===== src/rtl/ticket_server_pkg.sv =====
// ticket_server_pkg
//   Shared types and constants for the ticket server and its per-requester
//   slots: the slot state encoding and the reset values of the ticket,
//   next-ticket and now-serving counters.
package ticket_server_pkg;

  // Slot life cycle: waiting for a ticket, holding a ticket, in the
  // critical section.
  typedef enum logic [1:0] {
    IDLE = 2'd0,
    WAIT = 2'd1,
    CRIT = 2'd2
  } tkstate;

  // Raw encodings of the slot state register (same values as tkstate).
  localparam logic [1:0] ST_IDLE = 2'd0;
  localparam logic [1:0] ST_WAIT = 2'd1;
  localparam logic [1:0] ST_CRIT = 2'd2;

  // Reset values of the counters.
  localparam int unsigned TICKET_RST  = 0;
  localparam int unsigned NEXT_TK_RST = 0;
  localparam int unsigned SERVING_RST = 0;

endpackage


===== src/rtl/ticket_server_if.sv =====
// ticket_server_if
//   Bundles the requester-facing signals of the ticket server.
//   master: the requester side (drives select/req/rel).
//   slave : the ticket server (drives grant/next_tk/serving/violation).
//   select    : nondeterministic choice of requester allowed to take a ticket
//   req, rel  : per-requester ticket request and critical-section release
//   grant     : per-requester critical-section indication
//   next_tk   : next ticket to be issued
//   serving   : ticket currently being served
//   violation : sticky error flag from the optional checker
interface ticket_server_if #(
  parameter int TKMSB  = 3,
  parameter int HIPROC = 1,
  parameter int SELMSB = 1
);
  logic [SELMSB:0] select;
  logic [HIPROC:0] req;
  logic [HIPROC:0] rel;
  logic [HIPROC:0] grant;
  logic [TKMSB:0]  next_tk;
  logic [TKMSB:0]  serving;
  logic            violation;

  modport master (
    output select, req, rel,
    input  grant, next_tk, serving, violation
  );

  modport slave (
    input  select, req, rel,
    output grant, next_tk, serving, violation
  );
endinterface


===== src/rtl/ticket_server_slot.sv =====
// ticket_slot
//   Per-requester state machine of the ticket server.
//   clock, reset : clock and synchronous active-high reset
//   issue        : this slot is being handed tk_in on this edge (IDLE only)
//   tk_in        : ticket being issued
//   serving      : current now-serving value (pre-edge)
//   rel          : requester leaves the critical section (CRIT only)
//   state        : IDLE / WAIT / CRIT
//   ticket       : ticket held, 0 while IDLE
//   rel_ack      : release accepted this cycle; advances serving
module ticket_slot
  import ticket_server_pkg::*;
#(
  parameter int TKMSB = 3
) (
  input  logic           clock,
  input  logic           reset,
  input  logic           issue,
  input  logic [TKMSB:0] tk_in,
  input  logic [TKMSB:0] serving,
  input  logic           rel,
  output tkstate         state,
  output logic [TKMSB:0] ticket,
  output logic           rel_ack
);

  localparam logic [TKMSB:0] TK_RST = (TKMSB+1)'(TICKET_RST);

  logic [1:0] state_q;

  // WAIT->CRIT compares against the pre-edge serving, so a release and the
  // following grant always land on separate edges.
  always_ff @(posedge clock) begin
    if (reset) begin
      state_q <= ST_IDLE;
      ticket  <= TK_RST;
    end else begin
      case (state_q)
        ST_IDLE: if (issue) begin
          state_q <= ST_WAIT;
          ticket  <= tk_in;
        end
        ST_WAIT: if (ticket == serving) state_q <= ST_CRIT;
        ST_CRIT: if (rel) begin
          state_q <= ST_IDLE;
          ticket  <= TK_RST;
        end
        default: begin
          state_q <= ST_IDLE;
          ticket  <= TK_RST;
        end
      endcase
    end
  end

  assign state   = tkstate'(state_q);
  assign rel_ack = (state_q == ST_CRIT) && rel;

endmodule


===== src/rtl/ticket_server.sv =====
// ticket_server
//   Central ticket dispenser and now-serving counter (serving end of the
//   bakery protocol) for HIPROC+1 requesters. One ticket is issued per edge
//   at most, to the requester picked by select, so tickets never tie.
//   clock, reset : clock and synchronous active-high reset
//   bus (slave)  : select/req/rel in, grant/next_tk/serving/violation out
//   Optional macro TICKET_SERVER_CHECK_EN: enables the sticky violation
//   checker (more than one grant, or a WAIT ticket outside
//   [serving, next_tk)); otherwise violation is tied low.
module ticket_server
  import ticket_server_pkg::*;
#(
  parameter int TKMSB  = 3,
  parameter int HIPROC = 1,
  parameter int SELMSB = 1
) (
  input  logic              clock,
  input  logic              reset,
  ticket_server_if.slave    bus
);

  localparam logic [SELMSB:0] HI_SEL  = (SELMSB+1)'(HIPROC);
  localparam logic [TKMSB:0]  NXT_RST = (TKMSB+1)'(NEXT_TK_RST);
  localparam logic [TKMSB:0]  SRV_RST = (TKMSB+1)'(SERVING_RST);

  logic [SELMSB:0] sel;
  logic [TKMSB:0]  next_tk_q;
  logic [TKMSB:0]  serving_q;
  logic [HIPROC:0] issue;
  logic [HIPROC:0] rel_ack;
  logic [HIPROC:0] grant;
  tkstate          st  [HIPROC+1];
  logic [TKMSB:0]  tks [HIPROC+1];

  // Out-of-range select values fall back to requester 0.
  assign sel = (bus.select > HI_SEL) ? '0 : bus.select;

  // Only the selected, idle requester can take a ticket this edge.
  for (genvar i = 0; i <= HIPROC; i++) begin : g_slot
    assign issue[i] = bus.req[i] && (sel == (SELMSB+1)'(i)) && (st[i] == IDLE);
    assign grant[i] = (st[i] == CRIT);

    ticket_slot #(.TKMSB(TKMSB)) u_slot (
      .clock   (clock),
      .reset   (reset),
      .issue   (issue[i]),
      .tk_in   (next_tk_q),
      .serving (serving_q),
      .rel     (bus.rel[i]),
      .state   (st[i]),
      .ticket  (tks[i]),
      .rel_ack (rel_ack[i])
    );
  end

  // Issue and release may coincide; both counters then advance together.
  always_ff @(posedge clock) begin
    if (reset) begin
      next_tk_q <= NXT_RST;
      serving_q <= SRV_RST;
    end else begin
      if (|issue)   next_tk_q <= next_tk_q + 1'b1;
      if (|rel_ack) serving_q <= serving_q + 1'b1;
    end
  end

  assign bus.grant   = grant;
  assign bus.next_tk = next_tk_q;
  assign bus.serving = serving_q;

`ifdef TICKET_SERVER_CHECK_EN
  logic [TKMSB:0] span;
  logic [TKMSB:0] offs [HIPROC+1];
  logic           multi_grant;
  logic           bad_window;
  logic           violation_q;

  // Offsets are taken modulo the counter width so the window check
  // survives wrap-around.
  assign span = next_tk_q - serving_q;
  for (genvar i = 0; i <= HIPROC; i++) begin : g_off
    assign offs[i] = tks[i] - serving_q;
  end

  always_comb begin
    multi_grant = ($countones(grant) > 1);
    bad_window  = 1'b0;
    for (int k = 0; k <= HIPROC; k++) begin
      if ((st[k] == WAIT) && (offs[k] >= span)) bad_window = 1'b1;
    end
  end

  // Sticky until reset.
  always_ff @(posedge clock) begin
    if (reset)                           violation_q <= 1'b0;
    else if (multi_grant || bad_window)  violation_q <= 1'b1;
  end

  assign bus.violation = violation_q;
`else
  assign bus.violation = 1'b0;
`endif

endmodule


===== src/flat_wrapper.sv =====
// flat-port wrapper written by rule: the top's interface ports become plain ports
module ticket_server_flat import ticket_server_pkg::*;
#(
  parameter int TKMSB  = 3,
  parameter int HIPROC = 1,
  parameter int SELMSB = 1
)
  (clock, reset, bus_select, bus_req, bus_rel, bus_grant, bus_next_tk, bus_serving, bus_violation);
  ticket_server_if #(.TKMSB(TKMSB), .HIPROC(HIPROC), .SELMSB(SELMSB)) bus_i ();
  input  logic clock;
  input  logic reset;
  input wire logic [$bits(bus_i.select)-1:0] bus_select;
  input wire logic [$bits(bus_i.req)-1:0] bus_req;
  input wire logic [$bits(bus_i.rel)-1:0] bus_rel;
  output wire logic [$bits(bus_i.grant)-1:0] bus_grant;
  output wire logic [$bits(bus_i.next_tk)-1:0] bus_next_tk;
  output wire logic [$bits(bus_i.serving)-1:0] bus_serving;
  output wire logic [$bits(bus_i.violation)-1:0] bus_violation;
  assign bus_i.select = bus_select;
  assign bus_i.req = bus_req;
  assign bus_i.rel = bus_rel;
  assign bus_grant = bus_i.grant;
  assign bus_next_tk = bus_i.next_tk;
  assign bus_serving = bus_i.serving;
  assign bus_violation = bus_i.violation;
  ticket_server #(.TKMSB(TKMSB), .HIPROC(HIPROC), .SELMSB(SELMSB)) u_core (.clock(clock), .reset(reset), .bus(bus_i));
endmodule

===== config.mk =====
export PLATFORM = sky130hd
export DESIGN_NAME = ticket_server_flat
export DESIGN_NICKNAME = d
export VERILOG_FILES = /design/src/rtl/ticket_server_pkg.sv /design/src/rtl/ticket_server_if.sv /design/src/rtl/ticket_server_slot.sv /design/src/rtl/ticket_server.sv /design/src/flat_wrapper.sv
export SDC_FILE = /design/constraint.sdc
export NUM_CORES = 1
export LEC_CHECK = 0
export BUFFER_PORTS_ARGS = -buffer_cell sky130_fd_sc_hd__buf_2
export CAP_MARGIN = 5
export CORE_MARGIN = 5
export CORE_UTILIZATION = 56
export CTS_BUF_LIST = sky130_fd_sc_hd__clkbuf_4 sky130_fd_sc_hd__clkbuf_8
export DETAILED_ROUTE_END_ITERATION = 6
export PLACE_DENSITY = 0.89
export SETUP_SLACK_MARGIN = 0.3
export SLEW_MARGIN = 25
export SYNTH_ARGS = -nofsm -noshare
export SYNTH_HDL_FRONTEND = slang
export SYNTH_SLANG_ARGS = --single-unit
export TNS_END_PERCENT = 10

===== constraint.sdc =====
create_clock -name clock -period 1.61 [get_ports clock]
set_clock_uncertainty 0.15 [all_clocks]
set_input_delay 0.2415 -clock clock [delete_from_list [all_inputs] [get_ports clock]]
set_output_delay 0.2415 -clock clock [all_outputs]
set_load 0.05 [all_outputs]

### Word level (Yosys, flattened, before mapping)

Cells that the tools add are included.

* muxes and demuxes: 15
* reduce and logical (&&, ||, !) cells: 15
* magnitude comparators: 1
* add/subtract/negate cells: 2
* bitwise gates (word level): 2
* equality and inequality tests: 13

Operator list (number)
* 4-bit case mux with 3 select lines: 2
* 4-bit 2-to-1 mux: 4
* 2-bit 2-to-1 mux: 7
* 2-bit != test, second input constant: 6
* 2-bit case mux with 3 select lines: 2
* 3-bit AND reduction: 4
* 4-bit by 1-bit adder with 4-bit output, second input constant: 2
* 4-bit equality test: 2
* 2-bit by 1-bit equality test with 1-bit output, second input constant: 3
* 1-bit logical AND: 6
* 2-bit zero test: 3
* 2-bit equality test, second input constant: 2
* 2-bit OR reduction: 2
* 2-bit by 1-bit > comparator with 1-bit output, second input constant: 1
* 1-bit NOT: 2

* bits of input ports: 8
* output and inout bits: 11
* register bits after elaboration: 20
* word-level logic and storage cells: 54

### Longest topological paths before layout

Gate-level depths: netlist of the first run.

* depth after elaboration: 7
* depth in mapped cells: 5
* gate-level depth less buffers: 4

### Modules after synthesis

A second synthesis of the first run with hierarchy kept.

* cells, all modules: 114
* area, all modules: 1003.5 µm²

Modules (own cells, without submodules)
* ticket_slot: area an instance 289.0 µm², sequential area each 120.1 µm², instances 2, cells an instance 32
* ticket_server: area an instance 425.4 µm², sequential area each 160.2 µm², instances 1, cells an instance 50

### Worst setup path before layout of the first run

Ideal clock, no wire load.

* path type: register to register
* start point: reg u_core.g_slot[1].u_slot.state_q[1]
* end point: reg u_core.g_slot[1].u_slot.state_q[1]
* stages on the path, launching flop included: 4
* data required time: 1.393 ns
* arrival time: 1.409 ns
* setup time: 0.067 ns
* path buffers: 0
* path slack: -0.016 ns
* clock period less this slack: 1.626 ns
* cell sequence: dfxtp_1 -> nor2b_1 -> a22oi_1 -> nor2_1

* elaborated cells between the ends (all ways): 9
* classes of those cells: 5 x eq/ne; 1 x mux; 3 x reduce/logical

RTL lines
* start: declaration: RTL line ticket_server_slot.sv:29 `logic [1:0] state_q;`
* start signal: assignment: RTL line ticket_server_slot.sv:35 `state_q <= ST_IDLE;`
* start signal: assignment: RTL line ticket_server_slot.sv:40 `state_q <= ST_WAIT;`
* start signal: assignment: RTL line ticket_server_slot.sv:43 `ST_WAIT: if (ticket == serving) state_q <= ST_CRIT;`
* 2-bit equality test *
* net bus_grant[1]: RTL line flat_wrapper.sv:15 `output wire logic [$bits(bus_i.grant)-1:0] bus_grant;`
* 2-bit != test (no line)
* 3-bit AND reduction (no line)

The timed path passes the listed nets; every way through them passes the cells marked *.
A chain may end at the register's enable or synchronous reset.

### Worst setup path after layout of the first run

* start point: reg u_core.g_slot[1].u_slot.state_q[1]
* end point: out bus_grant[1]

* word-level cells in the longest chain between the ends: 1

RTL lines
* 2-bit equality test: RTL line ticket_server.sv:41 `assign grant[i] = (st[i] == CRIT);`
* end: declaration: RTL line flat_wrapper.sv:15

No other way between the ends.

==> results of run 1 <==
[per-layer routing]
| metal | up-vias | global-route usage, % |
|---|---|---|
| li1 | 427 | - |
| met1 | 429 | 21.1 |
| met2 | 35 | 37.7 |
| met3 | 5 | 3.72 |
| met4 | 0 | 8.73 |
| met5 | - | 0 |
[layout by cell type, fill, tap and decap left out, drive strengths merged]
| cell | count |
|---|---|
| ha | 2 |
| o21ai | 4 |
| nor2b | 6 |
| a21oi | 8 |
| a22oi | 2 |
| dfxtp | 20 |
| mux2i | 5 |
| conb | 1 |
| a21boi | 2 |
| clkbuf | 4 |
| mux2 | 2 |
| buf | 21 |
| and2b | 1 |
| o2111ai | 1 |
| nand3 | 8 |
| nor4 | 2 |
| xnor2 | 3 |
| and2 | 4 |
| nor2 | 14 |
| inv | 2 |
| xor2 | 8 |
| nand3b | 2 |
| nand2b | 3 |
| nor3 | 2 |
| and3 | 2 |
| nand2 | 5 |
[state kept, by name, summed over array words and instances, names as in the netlist]
signal	flops
u_core.g_slot.u_slot.ticket	8
u_core.bus.next_tk	4
u_core.bus.serving	4
u_core.g_slot.u_slot.state	4
[through the flow]
stage	power (uW)	cell area [sq um]	setup WS, ns	instances
floorplan	656	1020	0.201	113
CTS	985	1210	0.182	157
detailed placement	690	1120	0.0821	152
global route	1040	1230	0.138	159
global placement	685	1120	0.130	152
finish	994	1230	0.160	159
[power by group through the flow]
| stage | Sequential (uW) | Clock (uW) | Combinational (uW) |
|---|---|---|---|
| 4_1_cts | 533 | 297 | 155 |
| 5_1_grt | 538 | 321 | 178 |
| 2_1_floorplan | 564 | 0 | 91.5 |
| 3_5_place_dp | 545 | 0 | 145 |
| 6_report | 534 | 297 | 163 |
| 3_3_place_gp | 544 | 0 | 141 |
[worst reg2reg max path: stages, from the launching register on]
cell and delay (ns):
sky130_fd_sc_hd__dfxtp_2 0.35, sky130_fd_sc_hd__nor2_2 0.14, sky130_fd_sc_hd__and3_4 0.23, sky130_fd_sc_hd__o2111ai_2 0.14, sky130_fd_sc_hd__mux2_4 0.31
[final timing paths]
kind,startpoint,endpoint,cells past startpoint
hold reg to reg,u_core.g_slot[0].u_slot.ticket[2],u_core.g_slot[0].u_slot.ticket[2],2
setup / recovery,u_core.g_slot[1].u_slot.state[1],bus_grant[1],2
hold / removal,reset,u_core.bus.next_tk[1],2
setup reg to reg,u_core.g_slot[0].u_slot.state[0],u_core.bus.next_tk[3],4
[final cells by class]
class	instances	area, sq um	area share (%)
Multi-Input combinational cell	87	607	49.2
Sequential cell	20	417	33.8
Timing Repair Buffer	21	134	10.9
Clock buffer	4	36.3	2.94
Tap cell	25	31.3	2.54
Inverter	2	7.51	0.609
[kinds of logic after synthesis]
| group | Yosys count | share of synthesized area, % |
|---|---|---|
| xor gates and xnor gates | 11 | 9.71 |
| AOI/OAI and AO/OA | 17 | 10.6 |
| DFF | 20 | 40.4 |
| adders and majority gates | 2 | 2.52 |
| buffers and inverters | 6 | 3.53 |
| other | 1 | 0.378 |
| and+or+nand+nor | 49 | 25.2 |
| muxes | 7 | 7.69 |
[timing repair]
action / CTS / global route
pin swaps: 1 / 2
gates resized for setup: 15 / 2
buffers inserted: 1 / 2
setup endpoints to repair: 22 / 27
==> results by group, run 1 <==
Logic synthesis
  • Top-area cell type share of the netlist area: roughly two fifths
  • Number of flops mapped to enable cells by yosys: 0
  • Yosys reg bits: 20
  • Most common library cells after synthesis: sky130_fd_sc_hd__dfxtp_1, sky130_fd_sc_hd__nor2_1, sky130_fd_sc_hd__a21oi_1, sky130_fd_sc_hd__nand3_1, sky130_fd_sc_hd__xor2_1
  • Synthesized instance count: between 100 and 150
  • Post-synthesis area per instance: slightly below 9 sq um
  • Synth cell types: 30
  • Most used flip-flop cell after synthesis: sky130_fd_sc_hd__dfxtp_1
  • Synth top area cells: sky130_fd_sc_hd__dfxtp_1, sky130_fd_sc_hd__xor2_1, sky130_fd_sc_hd__nor2_1, sky130_fd_sc_hd__mux2i_1, sky130_fd_sc_hd__a21oi_1
  • YS warnings: 0
  • Combined area of all synthesized cells: around 990 sq um
  • Post-synthesis async set-or-reset flop share: 0%
  • Library cell with the highest instance count after synthesis: sky130_fd_sc_hd__dfxtp_1
  • Cell type contributing the most total cell area after synthesis: sky130_fd_sc_hd__dfxtp_1
  • Syn nets: between 100 and 150
  • Proportion of synthesized chip area in sequential cells: slightly above 40%

Die
  • Die Ht: approximately 52 um
  • Overall die width: around 52 um
  • Core region area: roughly 0.0017 sq mm
  • Initial Util: approximately three fifths
  • Number of placed I/O pins: 19
  • Row count: 15
  • Die footprint: about 0.0027 sq mm

Clock network
  • Source-to-sink clock delay at the later pin of the worst-skew pair: between 0.3 and 0.4 ns
  • Count of H-tree levels built during CTS: 1
  • Num Clock Sinks: 20
  • Number of hold buffers added after cts: 0
  • Clock Tree Root: sky130_fd_sc_hd__clkbuf_4
  • Clock buffer count from CTS: 3
  • Clock slew at the register clock pins of the worst setup and hold paths: 0.12 ns
  • Clock tree from TritonCTS: done
  • Bufs on Longest Clock Path: 2

STA
  • Worst hold slack: approximately 0.040 ns
  • Final number of max-transition violations: 0
  • Period minus WS final: approximately 1.4 ns
  • Final Hold Fails: 0
  • Final period utilization: 90.1%
  • Setup TNS: 0 ns
  • Final number of setup-violating endpoints: 0
  • Unrepaired setup endpoints after global routing: yes
  • Highest clock rate: between 600 and 700 MHz

Detailed routing
  • Detailed-routed wire length on met2: 1310 um
  • Total wire length: 2390 um
  • Average wire length per cell after detail routing: around 15 um
  • DRC violation total after the first TritonRoute iteration: 18
  • Avg Vias per Cell: 5.64
  • Pre-Repair DR Iteration Count: 4
  • Remaining design rule violation count: 0
  • Count of nets left with antenna violations after detail routing: 0
  • Routed via count: roughly 900
  • Met3 WL: 141 um
  • Wire length on met1: 913 um
  • Uppermost routed layer: met4

Placed design
  • Port bufs: 17
  • Global placer's final weighted congestion: roughly 0.76
  • HPWL Detailed: 1630 um

Critical path
  • Register-to-register setup slack: ~0.2 ns
  • Largest fanout of any net on the critical path: 3
  • Cell type group with the largest total delay on the critical path: flip-flops
  • Type of element launching the critical path: flip-flop
  • Sum of buffers and inverters on the critical path: 1
  • Crit path arrival time: around 1.1 ns
  • Largest stage delay, worst path: ~0.39 ns
  • Kind of end point of the critical path: output pin
  • Data required, critical path: ~1.2 ns
  • Critical path start-end classification: reg -> out
  • Worst-path cell with the longest stage delay: sky130_fd_sc_hd__dfxtp_2
  • Critical Path, Cell by Cell: nor2b_4 > buf_8

Global route
  • Largest net degree at the start of global routing: 17
  • Overflow left after global routing: 0
  • Antenna violations before repair: 0
  • Global-route wire length before repair: around 4000 um
  • Via count of the first global-routing pass: between 900 and 1,000
  • Global Route Usage Sum: 20.0%

Power
  • Total internal power: around 700 uW
  • Part of the total power dissipated in the clock network: 29.8%
  • PD cells: about 810 mW/mm^2
  • Worst voltage drop across the vdd grid: between 500 and 600 uV
  • Sw frac: between 20 and 30%
  • Net Switching: between 200 and 300 uW
  • Power share of the sequential group: between 50% and 60%
  • Comb power frac: between 15 and 20%
  • Static Leak: approximately 0.00058 uW

Finish
  • Proportion of layout cells with a drive suffix above 1: between 30 and 40%
  • ANT cells: 0
  • Number of nets in the final layout: 145
  • Fillers: ~130
  • Utilization of the core after routing: roughly 72%
  • Layout Area Growth over Synthesis: 24.2%

Hold path
  • Type of the most critical hold path: in -> reg

Run
  • Max Cap Violations: 0

Status
  • Result of the run: completed
No activity file was read; power rests on OpenSTA's default activity.
==> inputs of run 2 (changes only) <==
--- a/config.mk
+++ b/config.mk
@@ -8,10 +8,9 @@
 export BUFFER_PORTS_ARGS = -buffer_cell sky130_fd_sc_hd__buf_2
 export CAP_MARGIN = 5
 export CORE_MARGIN = 5
-export CORE_UTILIZATION = 56
-export CTS_BUF_LIST = sky130_fd_sc_hd__clkbuf_4 sky130_fd_sc_hd__clkbuf_8
+export CORE_UTILIZATION = 53
 export DETAILED_ROUTE_END_ITERATION = 6
-export PLACE_DENSITY = 0.89
+export PLACE_DENSITY_LB_ADDON = 0.08
 export SETUP_SLACK_MARGIN = 0.3
 export SLEW_MARGIN = 25
 export SYNTH_ARGS = -nofsm -noshare
==> results by group, run 2 (synthesis gave the netlist of run 1 again) <==
Status
  • Result of the run: completed

Finish
  • Fillers: around 140
  • Commonest non-fill, non-tap cell in the layout: sky130_fd_sc_hd__buf_2
  • Final standard cell count with taps included and fillers excluded: 161
  • Register area: between 400 and 500 sq um
  • Register bank with the most flops: u_core.g_slot.u_slot.ticket
  • Area taken by multi-input logic gates: around 610 sq um
  • Number of nets in the final layout: between 100 and 150
  • Number of flip-flops in the largest register: 8
  • ANT cells: 0
  • Commonest cells after routing, fill and taps aside: sky130_fd_sc_hd__buf_2, sky130_fd_sc_hd__nor2_1, sky130_fd_sc_hd__dfxtp_2, sky130_fd_sc_hd__dfxtp_1
  • Layout Area Growth over Synthesis: 27.4%
  • Proportion of layout cells with a drive suffix above 1: 36.8%

Critical path
  • Critical path start-end classification: reg -> out
  • Largest fanout of any net on the critical path: 4
  • Number of cells on the worst reg-to-reg path: 4
  • Register-to-register setup slack: 0.20 ns
  • Type of element launching the critical path: flip-flop
  • Kind of end point of the critical path: output pin
  • Crit path arrival time: 1.02 ns
  • End of the worst register-to-register path: u_core.bus.next_tk[3]
  • FF-to-FF Start: u_core.g_slot[1].u_slot.state[0]
  • Data required, critical path: around 1.2 ns

Die
  • Initial Util: between 50 and 60%
  • Overall die width: between 50 and 60 um
  • Die Ht: 53.3 um
  • Die footprint: about 0.0028 sq mm
  • Row count: 15
  • Core region area: 0.00175 sq mm
  • Number of placed I/O pins: 19

Hold path
  • Type of the most critical hold path: in -> reg
  • Worst Hold Path EP: u_core.g_slot[0].u_slot.state[0]
  • Worst min-delay path startpoint: reset
  • Instance count along the most critical hold path: 2

Placed design
  • Global placer's final weighted congestion: 0.781
  • Port bufs: 17
  • HPWL Detailed: about 1500 um
  • Placed instance count: around 150

Power
  • Worst voltage drop across the vdd grid: ~540 uV
  • Static Leak: between 0.0006 and 0.0007 uW
  • PD cells: just under 900 mW/mm^2

Global route
  • Via count of the first global-routing pass: 778
  • Largest net degree at the start of global routing: 14
  • Overflow left after global routing: 0
  • Antenna violations before repair: 0
  • Global-route wire length before repair: 3440 um
  • Global Route Usage Sum: approximately 17%

Clock network
  • Clock tree from TritonCTS: done
  • Clock Tree Root: sky130_fd_sc_hd__clkbuf_4
  • Bufs on Longest Clock Path: 2
  • Num Clock Sinks: 20
  • Count of H-tree levels built during CTS: 1
  • Clock buffer count from CTS: 3
  • Clock slew at the register clock pins of the worst setup and hold paths: about 0.11 ns
  • Source-to-sink clock delay at the later pin of the worst-skew pair: 0.30 ns
  • Number of hold buffers added after cts: 0

STA
  • Final period utilization: 87.7%
  • Worst hold slack: about 0.11 ns
  • Highest clock rate: a little over 700 MHz
  • Final number of max-transition violations: 0
  • Final number of setup-violating endpoints: 0
  • Period minus WS final: 1.41 ns
  • Setup TNS: 0 ns
  • Unrepaired setup endpoints after global routing: yes
  • Final Hold Fails: 0

Detailed routing
  • Total wire length: 2040 um
  • Pre-Repair DR Iteration Count: 4
  • Routed via count: 822
  • Count of nets left with antenna violations after detail routing: 0
  • Remaining design rule violation count: 0
  • Avg Vias per Cell: 5.11
  • Average wire length per cell after detail routing: 12.7 um
  • DRC violation total after the first TritonRoute iteration: 4

Run
  • Max Cap Violations: 0
-- run 2: worst max path at each step --
stage | start | slack (ns) | to
floorplan | u_core.g_slot[0].u_slot.state[0] | 0.20 | u_core.bus.next_tk[3]
global placement | bus_select[0] | 0.15 | u_core.bus.next_tk[3]
detailed placement | bus_select[0] | 0.15 | u_core.bus.next_tk[2]
CTS | u_core.g_slot[0].u_slot.state[0] | 0.19 | bus_grant[0]
global route | u_core.g_slot[0].u_slot.state[0] | 0.14 | bus_grant[0]
finish | u_core.g_slot[0].u_slot.state[0] | 0.20 | bus_grant[0]
-- run 2: cell type report --
class,instances,area share (%)
Timing Repair Buffer,23,11.6
Multi-Input combinational cell,87,48.0
Inverter,2,0.594
Tap cell,25,2.48
Clock buffer,3,1.78
Clock inverter,1,2.38
Sequential cell,20,33.2
-- run 2: critical path, cell delays in order, from the launching register on --
cell                      delay [ns]
sky130_fd_sc_hd__dfxtp_2        0.35
sky130_fd_sc_hd__and2b_1        0.22
sky130_fd_sc_hd__buf_6          0.16
-- run 2: metal layers --
layer / vias to the layer above / global-route usage, % / wire length [um]
li1: 428 / - / -
met1: 375 / 22.3 / 977
met2: 17 / 26.5 / 971
met3: 2 / 2.54 / 77
met4: 0 / 7.66 / 17
met5: - / 0 / 0
-- run 2: report_power, final --
part           total, uW  switching [uW]  internal [uW]
clock                404             152            251
combinational        167             101           66.7
sequential           531            21.6            510
-- run 2: stage by stage --
stage / area, sq um / setup slack, ns / total power, uW / utilization (%)
after detailed placement: 1120 / 0.152 / 689 / 64.0
after global placement: 1120 / 0.152 / 686 / 64.0
after CTS: 1230 / 0.190 / 1110 / 70.5
after floorplan: 1020 / 0.201 / 656 / -
final: 1260 / 0.198 / 1100 / 72.4
after global routing: 1260 / 0.144 / 1160 / 72.4
-- run 2: timing repair --
item | in CTS | in global routing
endpoints found under the setup margin | 22 | 28
endpoints found under the hold margin | 0 | 0
pin swaps | 0 | 3
setup buffers | 3 | 2
resized for setup | 11 | 6
